### config.mk
export PLATFORM = sky130hd
export DESIGN_NAME = lcd_timing_detector
export DESIGN_NICKNAME = d
export VERILOG_FILES = /design/src/rtl/lcd_timing_detector.sv
export SDC_FILE = /design/constraint.sdc
export NUM_CORES = 1
export LEC_CHECK = 0
export ABC_AREA = 1
export ABC_CLOCK_PERIOD_IN_PS = 4200
export CAP_MARGIN = 20
export CORE_MARGIN = 5
export CORE_UTILIZATION = 40
export CTS_CLUSTER_DIAMETER = 120
export CTS_CLUSTER_SIZE = 40
export DETAILED_ROUTE_END_ITERATION = 7
export HOLD_SLACK_MARGIN = 0.08
export SYNTH_ARGS = -nofsm -noshare
export SYNTH_HDL_FRONTEND = slang
export SYNTH_SLANG_ARGS = --single-unit
### constraint.sdc
create_clock -name iClk -period 4.2 [get_ports iClk]
set_input_delay 1.26 -clock iClk [delete_from_list [all_inputs] [get_ports iClk]]
set_output_delay 1.26 -clock iClk [all_outputs]
set_load 0.03 [all_outputs]
### src/rtl/lcd_timing_detector.sv
// Measures line/frame geometry of an hsync/vsync/de stream and declares lock
// once consecutive frames measure identically; outputs are registered snapshots.
module lcd_timing_detector #(
  parameter int C_WIDTH       = 12,
  parameter int C_LOCK_FRAMES = 2
) (
  input  logic               iClk,
  input  logic               iRst,
  input  logic               iHsync,
  input  logic               iVsync,
  input  logic               iDe,
  output logic [C_WIDTH-1:0] oHTotal,
  output logic [C_WIDTH-1:0] oHActive,
  output logic [C_WIDTH-1:0] oVTotal,
  output logic [C_WIDTH-1:0] oVActive,
  output logic               oFrameDone,
  output logic               oLocked
);

  localparam logic [C_WIDTH-1:0] CNT_MAX = '1;
  localparam logic [3:0]         LOCK_N  = 4'(C_LOCK_FRAMES);

  typedef enum logic [1:0] {
    ST_IDLE,
    ST_FIRST,
    ST_TRACK,
    ST_LOCKED
  } state_t;

  function automatic logic [C_WIDTH-1:0] ext1(input logic b);
    return {{(C_WIDTH-1){1'b0}}, b};
  endfunction

  function automatic logic [C_WIDTH-1:0] sat_inc(input logic [C_WIDTH-1:0] v, input logic inc);
    if (v == CNT_MAX) return CNT_MAX;
    return v + ext1(inc);
  endfunction

  logic               hs_prev_q, vs_prev_q;
  logic [C_WIDTH-1:0] h_cnt_q, h_cnt_d;
  logic [C_WIDTH-1:0] de_cnt_q, de_cnt_d;
  logic [C_WIDTH-1:0] line_total_q, line_total_d;
  logic [C_WIDTH-1:0] h_act_max_q, h_act_max_d;
  logic [C_WIDTH-1:0] line_cnt_q, line_cnt_d;
  logic [C_WIDTH-1:0] va_cnt_q, va_cnt_d;
  logic               line_de_q, line_de_d;

  logic [C_WIDTH-1:0] h_total_q, h_active_q, v_total_q, v_active_q;
  logic               frame_done_q, locked_q;
  logic [3:0]         match_q;
  state_t             state_q;

  logic               h_rise, v_rise, de_first, wdog, same;
  logic [C_WIDTH-1:0] fold_de, snap_ht, snap_ha;
  logic [3:0]         match_inc;

  assign h_rise    = iHsync & ~hs_prev_q;
  assign v_rise    = iVsync & ~vs_prev_q;
  assign de_first  = iDe & (h_rise | ~line_de_q);
  // A line ending on the exact saturation cycle is still a live line.
  assign wdog      = (h_cnt_q == CNT_MAX) & ~h_rise;
  assign match_inc = match_q + 4'd1;

  assign fold_de = h_rise ? de_cnt_q : '0;
  assign snap_ht = h_rise ? h_cnt_q : line_total_q;
  assign snap_ha = (fold_de > h_act_max_q) ? fold_de : h_act_max_q;
  assign same    = (snap_ht == h_total_q) && (snap_ha == h_active_q) &&
                   (line_cnt_q == v_total_q) && (va_cnt_q == v_active_q);

  always_comb begin
    h_cnt_d      = h_rise ? ext1(1'b1) : sat_inc(h_cnt_q, 1'b1);
    de_cnt_d     = h_rise ? ext1(iDe) : sat_inc(de_cnt_q, iDe);
    line_total_d = h_rise ? h_cnt_q : line_total_q;
    line_cnt_d   = v_rise ? ext1(h_rise) : sat_inc(line_cnt_q, h_rise);
    va_cnt_d     = v_rise ? ext1(de_first) : sat_inc(va_cnt_q, de_first);
    line_de_d    = h_rise ? iDe : (line_de_q | iDe);
    h_act_max_d  = h_act_max_q;
    // On a coincident vRise the finished line goes to the snapshot only.
    if (v_rise)
      h_act_max_d = '0;
    else if (h_rise && (de_cnt_q > h_act_max_q))
      h_act_max_d = de_cnt_q;
  end

  always_ff @(posedge iClk) begin
    if (iRst) begin
      hs_prev_q    <= 1'b1;
      vs_prev_q    <= 1'b1;
      h_cnt_q      <= '0;
      de_cnt_q     <= '0;
      line_total_q <= '0;
      h_act_max_q  <= '0;
      line_cnt_q   <= '0;
      va_cnt_q     <= '0;
      line_de_q    <= 1'b0;
    end else begin
      hs_prev_q    <= iHsync;
      vs_prev_q    <= iVsync;
      h_cnt_q      <= h_cnt_d;
      de_cnt_q     <= de_cnt_d;
      line_total_q <= line_total_d;
      h_act_max_q  <= h_act_max_d;
      line_cnt_q   <= line_cnt_d;
      va_cnt_q     <= va_cnt_d;
      line_de_q    <= line_de_d;
    end
  end

  always_ff @(posedge iClk) begin
    if (iRst) begin
      state_q      <= ST_IDLE;
      match_q      <= '0;
      locked_q     <= 1'b0;
      frame_done_q <= 1'b0;
      h_total_q    <= '0;
      h_active_q   <= '0;
      v_total_q    <= '0;
      v_active_q   <= '0;
    end else begin
      frame_done_q <= 1'b0;
      if (wdog) begin
        state_q  <= ST_IDLE;
        locked_q <= 1'b0;
        match_q  <= '0;
      end else if (v_rise) begin
        if (state_q != ST_IDLE) begin
          h_total_q    <= snap_ht;
          h_active_q   <= snap_ha;
          v_total_q    <= line_cnt_q;
          v_active_q   <= va_cnt_q;
          frame_done_q <= 1'b1;
        end
        case (state_q)
          ST_IDLE: state_q <= ST_FIRST;
          ST_FIRST: begin
            state_q <= ST_TRACK;
            match_q <= '0;
          end
          ST_TRACK: begin
            if (!same) begin
              match_q <= '0;
            end else begin
              match_q <= match_inc;
              if (match_inc == LOCK_N) begin
                state_q  <= ST_LOCKED;
                locked_q <= 1'b1;
              end
            end
          end
          ST_LOCKED: begin
            if (!same) begin
              state_q  <= ST_TRACK;
              locked_q <= 1'b0;
              match_q  <= '0;
            end
          end
          default: state_q <= ST_IDLE;
        endcase
      end
    end
  end

  assign oHTotal    = h_total_q;
  assign oHActive   = h_active_q;
  assign oVTotal    = v_total_q;
  assign oVActive   = v_active_q;
  assign oFrameDone = frame_done_q;
  assign oLocked    = locked_q;

endmodule

# --- After elaboration in Yosys (flattened, before gate mapping) ---
# Index checks and enable logic that the tools add are counted.
classes:
  n_addsub: 5
  multipliers: 0
  div: 0
  n_lt_le_gt_ge: 2
  n_eq_ne: 15
  shift: 0
  n_mux: 32
  bitwise: 12
  n_reduce_logical: 16
ops:
  columns: ["cell", "n"]
  rows:
  - ["2-to-1 mux 12 bit", 11]
  - ["equality test 12 bit", 4]
  - ["equality test 12 bit, second input constant", 4]
  - ["adder 12 x 1 -> 12 bit", 3]
  - ["> comparator 12 bit", 2]
  - ["2-to-1 mux 1 bit", 13]
  - ["adder 12 x 1 -> 12 bit, second input constant", 1]
  - ["one-hot mux 4 bit (3 select lines)", 1]
  - ["2-to-1 mux 4 bit", 2]
  - ["one-hot mux 2 bit (4 select lines)", 1]
  - ["2-to-1 mux 2 bit", 3]
  - ["!= test 2 bit, second input constant", 3]
  - ["inverter 1 bit", 6]
  - ["AND reduction 3 bit", 2]
  - ["OR reduction 2 bit", 3]
  - ["AND reduction 5 bit", 1]
  - ["adder 4 x 1 -> 4 bit, second input constant", 1]
  - ["bitwise AND 1 bit", 4]
  - ["equality test 2 bit, second input constant", 2]
  - ["equality test 4 x 2 -> 1 bit, second input constant", 1]
  - ["logical AND 1 bit", 4]
  - ["AND reduction 4 bit", 1]
  - ["nonzero test 2 bit", 2]
  - ["nonzero test 3 bit", 1]
  - ["5 further kinds", 6]
totals:
  regBits: 131
  latch_bits: 0
  mem_bits_rw: 0
  rom_bits: 0
  output_inout_bits: 50
  mem_count: 0

# --- Logic depth before layout (Yosys ltp) ---
# Gate-level depths: netlist of run 1.
logic_depth:
  word_depth: 11
  depth_mapped: 28
  mapped_depth_nobuf: 26

# --- Least setup slack after synthesis of run 1 ---
# No wires, ideal clock.
synth_timing:
  path_kind: "in2reg"
  startpoint: "input port iHsync"
  endpoint: "register match_q[1]"
  setup_time_ns: 0.070
  t_arrival_ns: 3.514
  required_time_ns: 4.130
  slack_ns: 0.617
  cell_stages: 20
  path_cell_list: "nand2_2 > buf_6 > buf_6 > nor2_1 > ha_1 > nand2_1 > inv_1 > nand2_2 > nor2_4 > nand4_4 > clkbuf_1 > nand3_1 > nand3_1 > nand2_1 > nor2_1 > nand2_1 > nor2_2 > nand3_2 > or2_0 > a21oi_1"
synth_via:
  elab_chain_cells: 10
synth_rtl:
  columns: ["element", "line", "text"]
  rows:
  - ["start, declared", "9", "input logic iHsync,"]
  - ["bitwise AND 1 bit *", "57", "assign h_rise = iHsync & ~hs_prev_q;"]
  - ["2-to-1 mux 12 bit", "64", "assign fold_de = h_rise ? de_cnt_q : '0;"]
  - ["> comparator 12 bit", "66", "assign snap_ha = (fold_de > h_act_max_q) ? fold_de : h_act_max_q;"]
  - ["2-to-1 mux 12 bit", "66", null]
  - ["equality test 12 bit", "67", "assign same = (snap_ht == h_total_q) && (snap_ha == h_active_q) &&"]
  - ["logical AND 1 bit (2 in a row)", "67", null]
  - ["logical AND 1 bit", "68", "(line_cnt_q == v_total_q) && (va_cnt_q == v_active_q);"]
  - ["2-to-1 mux 4 bit or != test 2 bit (tied branches)", null, null]
  - ["one-hot mux 4 bit (3 select lines) or AND reduction 3 bit (tied branches)", null, null]
  - ["end signal, assigned", "143", "match_q <= match_inc;"]
  - ["end, declared", "50", "logic [3:0] match_q;"]
# Every way passes the cells marked *; elsewhere a longest branch is shown, timed or not.
# A chain may end at the register's enable or synchronous reset.

# --- Worst setup path in the final report of run 1 ---
layout_timing:
  startpoint: "input port iHsync"
  endpoint: "register state_q[0]"
layout_via:
  elab_chain_cells: 10
layout_rtl:
  columns: ["element", "line", "text"]
  rows:
  - ["bitwise AND 1 bit *", "57", null]
  - ["2-to-1 mux 12 bit", "64", null]
  - ["> comparator 12 bit", "66", null]
  - ["2-to-1 mux 12 bit", "66", null]
  - ["equality test 12 bit", "67", null]
  - ["logical AND 1 bit (2 in a row)", "67", null]
  - ["logical AND 1 bit", "68", null]
  - ["!= test 2 bit (no source line)", null, null]
  - ["AND reduction 4 bit (no source line)", null, null]
  - ["end signal, assigned", "111", "state_q <= ST_IDLE;"]
  - ["end signal, assigned", "122", "state_q <= ST_IDLE;"]
  - ["end signal, assigned", "134", "ST_IDLE: state_q <= ST_FIRST;"]
  - ["end, declared", "51", "state_t state_q;"]
# Marks and branches as above.

==> run metrics, run 1 <==
gpl congestion=0.844; DRT antenna net count=0; Multi-input gate area=3720 sq um; # diodes=0; Hold WC Path Type=flip-flop to flip-flop; # fillers=1,856; CP Buf/Inv Count=5; GRT overflow=0; Routed wire per std cell=13.5 microns; H-tree levels=4; Max Slew Vio Count=0; most used cell along the critical path=nand2_1; count of final hold-check violations=0; critical-path maximum fanout=12; WP data required=4.56 ns; Core ar.=17,800 sq um; crit path from=iHsync; layout cells sized above 1=0.0786; Reg2Reg Depth=24; highest clock rate=260 MHz; vias in the first global route=6,249; Seq cells post-synth=131; wire length of the first global-routing pass=30,700 microns; asr flop ratio synth=0; DRC Markers=0; count of different cell masters after synthesis=37; pin count of the biggest net entering global routing=48; Post-synth EDFFs=0; Core Rows=49; Bufs on Longest Clock Path=2; Num CTS Buffers=17; RR Startpoint=hs_prev_q$_SDFF_PP1_; pwr dens=409 nW/um^2; final setup TNS=0 ns; Yosys warnings=0; worst slack, placed=-0.130 ns; worst setup path end=state_q[0]$_SDFFE_PP0P_; Die Wd=144 microns; TritonCTS clock tree=done; clock skew=0.0122 ns; largest area contributor in the netlist=dfxtp_1; slew margin rel.=0.460; area grow syn2layout=21.5%; port bufs=54; Critical Setup Path Class=input port to flip-flop; maximum vdd drop=0.300 mV; Final Critical Period=3.84 ns; cts-stage hold buffer count=0; Root Driver=clkbuf_16; initial antenna violation count=0; Final period util=0.915; die height=144 microns; setup ws final=0.359 ns; fin cells=1,362; Final Net Count=1,160; final WL=18,400 microns; slowest stage delay, CP=0.59 ns; share of the synthesized area in the top cell type=0.366; RSZ-0062 raised after global routing=false; Worst-path clk slew=0.06 ns; via count=6,604; boundary pin count=55; Synth area leaders=dfxtp_1 (37%), nand2_1 (11%), inv_1 (9.3%); post-CTS sizing=0; mean post-synth cell area=6.84 sq um; DR pass1 iterations=4; Max-Cap Viols=0; Initial Util=0.403; HPWL after DPL=13,500 microns; Sequential Area=2620 sq um; status=finished clean; Startpoint Class=input port; overall routing resource usage=0.185; Commonest cells post-synth=nand2_1 (213), inv_1 (177), dfxtp_1 (131); Tightest Pin Transition=0.808 ns; clk_lat worst skew=0.42 ns; detail-routed via count per cell=4.85; Post-Syn Nets=1,086; Inst Count DP=1,332; final setup fails=0; slowest CP cell=clkdlybuf4s50_1; Synth Instances=1,048; Leakage=3.93 nW; synthesized cell area=7160 sq um; Seq/Total Area, Yosys=0.366; Post-CTS Setup Inserts=0; count leader, synth=nand2_1; DR iter-0 viols=325; RR Endpoint=state_q[0]$_SDFFE_PP0P_; worst path cell trace=clkdlybuf4s50_1 -> nand2_4 -> nor2_2 -> ha_1 -> nand2_1 -> inv_1 -> nand2_2 -> inv_1 -> nand2_1 -> nand3_2 -> buf_4 -> nand3_1 -> nand2_1 -> nand2_1 -> nand2_1 -> nor2_1 -> nand2_1 -> nor2_4 -> nand2_1 -> nand2_2 -> nand3_1 -> nand2_1 -> inv_1 -> nor2_1; WP depth=24; CP delay by family, top=simple AND/OR/NAND/NOR gates; FF-to-FF setup slack=1.22 ns; ys flop type=dfxtp_1; die area=20,700 sq um; crit path capture type=flip-flop; Sink Count=131; Worst EP arrival=4.20 ns
final cells by class:
type                    instances  share of cell area
well taps                     229              0.0329
repair buffers                 88              0.0914
flip-flops and latches        131               0.301
inverters                     180              0.0776
clock buffers                  22              0.0545
clock inverters                 8              0.0145
multi-input cells             704               0.428
where the power goes:
group | leakage (nW) | internal (mW) | switching (mW)
sequential | 1.06 | 1.28 | 0.0266
clock | 0.296 | 0.976 | 0.557
combinational | 2.58 | 0.261 | 0.459
routing by layer:
layer | part of all wire | routed length [microns] | GRT usage | up-vias
met2 | 0.46 | 8480 | 0.304 | 94
met4 | 0.012 | 216 | 0.0500 | 0
met3 | 0.030 | 555 | 0.0383 | 19
met5 | 0 | 0 | 0 | -
li1 | - | - | - | 3502
met1 | 0.50 | 9100 | 0.248 | 2989
worst register-to-register path: stages, from the launching register on:
cell     delay (ns)
dfxtp_1        0.33
inv_1          0.22
nand2_4        0.18
nor2_2         0.20
ha_1           0.26
nand2_1        0.09
inv_1          0.06
nand2_2        0.08
inv_1          0.04
nand2_1        0.07
nand3_2        0.12
buf_4          0.19
nand3_1        0.09
nand2_1        0.07
nand2_1        0.06
nand2_1        0.04
nor2_1         0.09
nand2_1        0.09
nor2_4         0.17
nand2_1        0.10
nand2_2        0.08
nand3_1        0.08
nand2_1        0.07
inv_1          0.04
nor2_1         0.09
state kept, by name, summed over array words and instances (netlist names), 2 cells and up:
| signal | count |
|---|---|
| de_cnt_q | 12 |
| h_act_max_q | 12 |
| h_cnt_q | 12 |
| line_cnt_q | 12 |
| line_total_q | 12 |
| match_q | 4 |
| oHActive | 12 |
| oHTotal | 12 |
| oVActive | 12 |
| oVTotal | 12 |
| state_q | 2 |
| va_cnt_q | 12 |
layout by cell type, fill, tap and decap left out, drive strengths merged, types with 10 or more instances in the layout:
cell type      Yosys  layout
dfxtp            131     131
nor3              18      18
nand2            222     222
buf               10      34
xor2              12      12
a21oi             78      78
xnor2             26      26
nand3             75      75
clkdlybuf4s50      0      54
o21ai             90      90
clkbuf            23      22
inv              179     180
nor2             100     100
ha                33      33
nand4             10      10
cells by family after synthesis:
group | Yosys count | synth area share
compound gates | 193 | 0.143
xor+xnor | 38 | 0.0465
flops | 131 | 0.366
fa+ha+maj | 33 | 0.0576
buf+inv | 213 | 0.118
simple gates | 440 | 0.269
metrics by stage:
stage / utilization / cell area [sq um] / hold slack (ns) / power [mW]
after floorplan: - / 7160 / 0.446 / 1.87
final: 0.490 / 8710 / 0.449 / 3.56
after global routing: 0.490 / 8710 / 0.484 / 3.75
after CTS: 0.489 / 8690 / 0.454 / 3.58
after global placement: 0.455 / 8090 / 0.437 / 2.04
after detailed placement: 0.455 / 8090 / 0.443 / 2.05
how the worst min path moves through the flow:
| stage | startpoint | cells after the start | end | slack [ns] |
|---|---|---|---|---|
| final | oLocked$_SDFFE_PP0P_ | 2 | oLocked$_SDFFE_PP0P_ | 0.45 |
| after global routing | oLocked$_SDFFE_PP0P_ | 2 | oLocked$_SDFFE_PP0P_ | 0.48 |
| after CTS | oLocked$_SDFFE_PP0P_ | 2 | oLocked$_SDFFE_PP0P_ | 0.45 |
| after detailed placement | oLocked$_SDFFE_PP0P_ | 2 | oLocked$_SDFFE_PP0P_ | 0.44 |
| after global placement | oLocked$_SDFFE_PP0P_ | 2 | oLocked$_SDFFE_PP0P_ | 0.44 |
| after floorplan | line_de_q$_SDFF_PP0_ | 2 | line_de_q$_SDFF_PP0_ | 0.45 |
Power figures use the tool's default switching activity.
==> run 2: changes to the inputs <==
- ABC_CLOCK_PERIOD_IN_PS: 4200 -> default
==> results of run 2 <==
The final DEF is identical to that of run 1; final timing and power are the same.
==> edit (settings of run 1) <==
`C_WIDTH`: 12 -> 24.
--- a/src/rtl/lcd_timing_detector.sv
+++ b/src/rtl/lcd_timing_detector.sv
@@ -3,3 +3,3 @@
 module lcd_timing_detector #(
-  parameter int C_WIDTH       = 12,
+  parameter int C_WIDTH       = 24,
   parameter int C_LOCK_FRAMES = 2
Ports: changed (resized oHActive, oHTotal, oVActive and oVTotal); port bits go from 55 to 103. No check against the original RTL was run, so the function may have changed too.
==> edit against run 1 <==
Area after synthesis increased by 92%. Maximum frequency up 2.9%. Total power is 89% higher. Setup slack better by 110 ps. Sequential cell count rose by 120. Routed wire length up 120%. Critical path depth increased by 4. Largest cell class unchanged. Count of clock-buffer cells in the layout shrank 11. Critical path type unchanged. Cell area rose by 89%. Non-clock buffer count increased by 136. Hold slack improved by 40 ps. Highest routed layer unchanged.
==> edit: results (changes against run 1) <==
• **Register-to-Register Setup Slack** 860 ps, was 1220 ps
• **met3 Use GR** 2.24%, was 3.83%
• **worst setup path endpoint** match_q[1]$_SDFFE_PP0P_, was state_q[0]$_SDFFE_PP0P_
• **crit path max-delay cell type** sky130_fd_sc_hd__ha_1, was sky130_fd_sc_hd__clkdlybuf4s50_1
• **Max Root-Sink Buffers** 3, was 2
• **xor/xnor cell area share of the yosys netlist** 4.58%, was 4.65%
• **setup slack after placement** -542 ps, was -130 ps
• **synthesized instance count** 2045, was 1048
• **complex-gate fraction of the synthesized area** 16.1%, was 14.3%
• **top post-synthesis cells by area** sky130_fd_sc_hd__dfxtp_1 (36%), sky130_fd_sc_hd__nand2_1 (11%), sky130_fd_sc_hd__inv_1 (9.0%), was sky130_fd_sc_hd__dfxtp_1 (37%), sky130_fd_sc_hd__nand2_1 (11%), sky130_fd_sc_hd__inv_1 (9.3%)
• **highest fanout seen on the critical path** 14, was 12
• **layout cell share with drive strength beyond 1** 8.08%, was 7.86%
• **data arrival time of the critical path** 4180 ps, was 4200 ps
• **post-synthesis cell type count** 45, was 37
• **iteration count of the initial detailed-routing pass** 5, was 4
• **clock slew at reported path FFs** 140 ps, was 60 ps
• **Layout Nets** 2275, was 1160
• **total clock buffers created by CTS** 11, was 17
• **worst-skew pair later-pin latency** 520 ps, was 420 ps
• **wire length on met3** 1.82 mm, was 555 µm
• **Global Route Usage Sum** 20.6%, was 18.5%
• **pin count of the biggest net entering global routing** 82, was 48
• **number of H-tree branching levels** 1, was 4
• **routability congestion estimate** 0.942, was 0.844
• **run status** completed, unchanged
• **met2 routed wirelength** 18.9 mm, was 8.48 mm
• **Final Skew** 56.5 ps, was 12.2 ps
• **longest individual stage delay on the worst path** 290 ps, was 590 ps
• **global-route wire length before repair** 65.6 mm, was 30.7 mm
• **sequential area share after synthesis** 36.5%, was 36.6%
• **DRT Wirelength** 40.5 mm, was 18.4 mm
• **M2 GR Usage** 35.0%, was 30.4%
• **IO Port Bufs** 102, was 54
• **leakage power total** 7.39 nW, was 3.93 nW
• **met1 Resource Use GR** 28.2%, was 24.8%
• **final HPWL from detailed placement** 31.1 mm, was 13.5 mm
• **worst-margin pin slew** 812 ps, was 808 ps
• **metal1 wirelength** 18.7 mm, was 9.10 mm
• **WHS** 490 ps, was 449 ps
• **Post-Synth Adder-Cell Area** 5.18%, was 5.76%
## edit: report_power, final
group | internal [mW] | switching, mW
clock network | 0.519 | 0.860
logic | 1.22 | 1.61
registers | 2.45 | 0.0515
total | 4.18 | 2.52
## edit: area by class of cell
cell class	instances	area [µm²]
fillers	3485	17800
multi-input cells	1389	7200
flip-flops and latches	251	5020
repair buffers	224	2050
inverters	336	1260
well taps	455	569
clock buffers	11	275
clock inverters	5	78.8
## edit: kinds of logic after synthesis
| kind of cell | after synthesis |
|---|---|
| AO/OA/AOI/OAI | 416 |
| adder cells (fa/ha/maj) | 57 |
| AND/OR/NAND/NOR | 844 |
| XOR/XNOR | 72 |
| buffers and inverters | 405 |
| flip-flops | 251 |
## edit: through the flow
| step | std cells | cell area, µm² |
|---|---|---|
| 2_1_floorplan | 2045 | 13800 |
| 3_3_place_gp | 2655 | 16100 |
| 3_5_place_dp | 2655 | 16100 |
| 4_1_cts | 2671 | 16500 |
| 5_1_grt | 2671 | 16500 |
| 6_report | 2671 | 16500 |
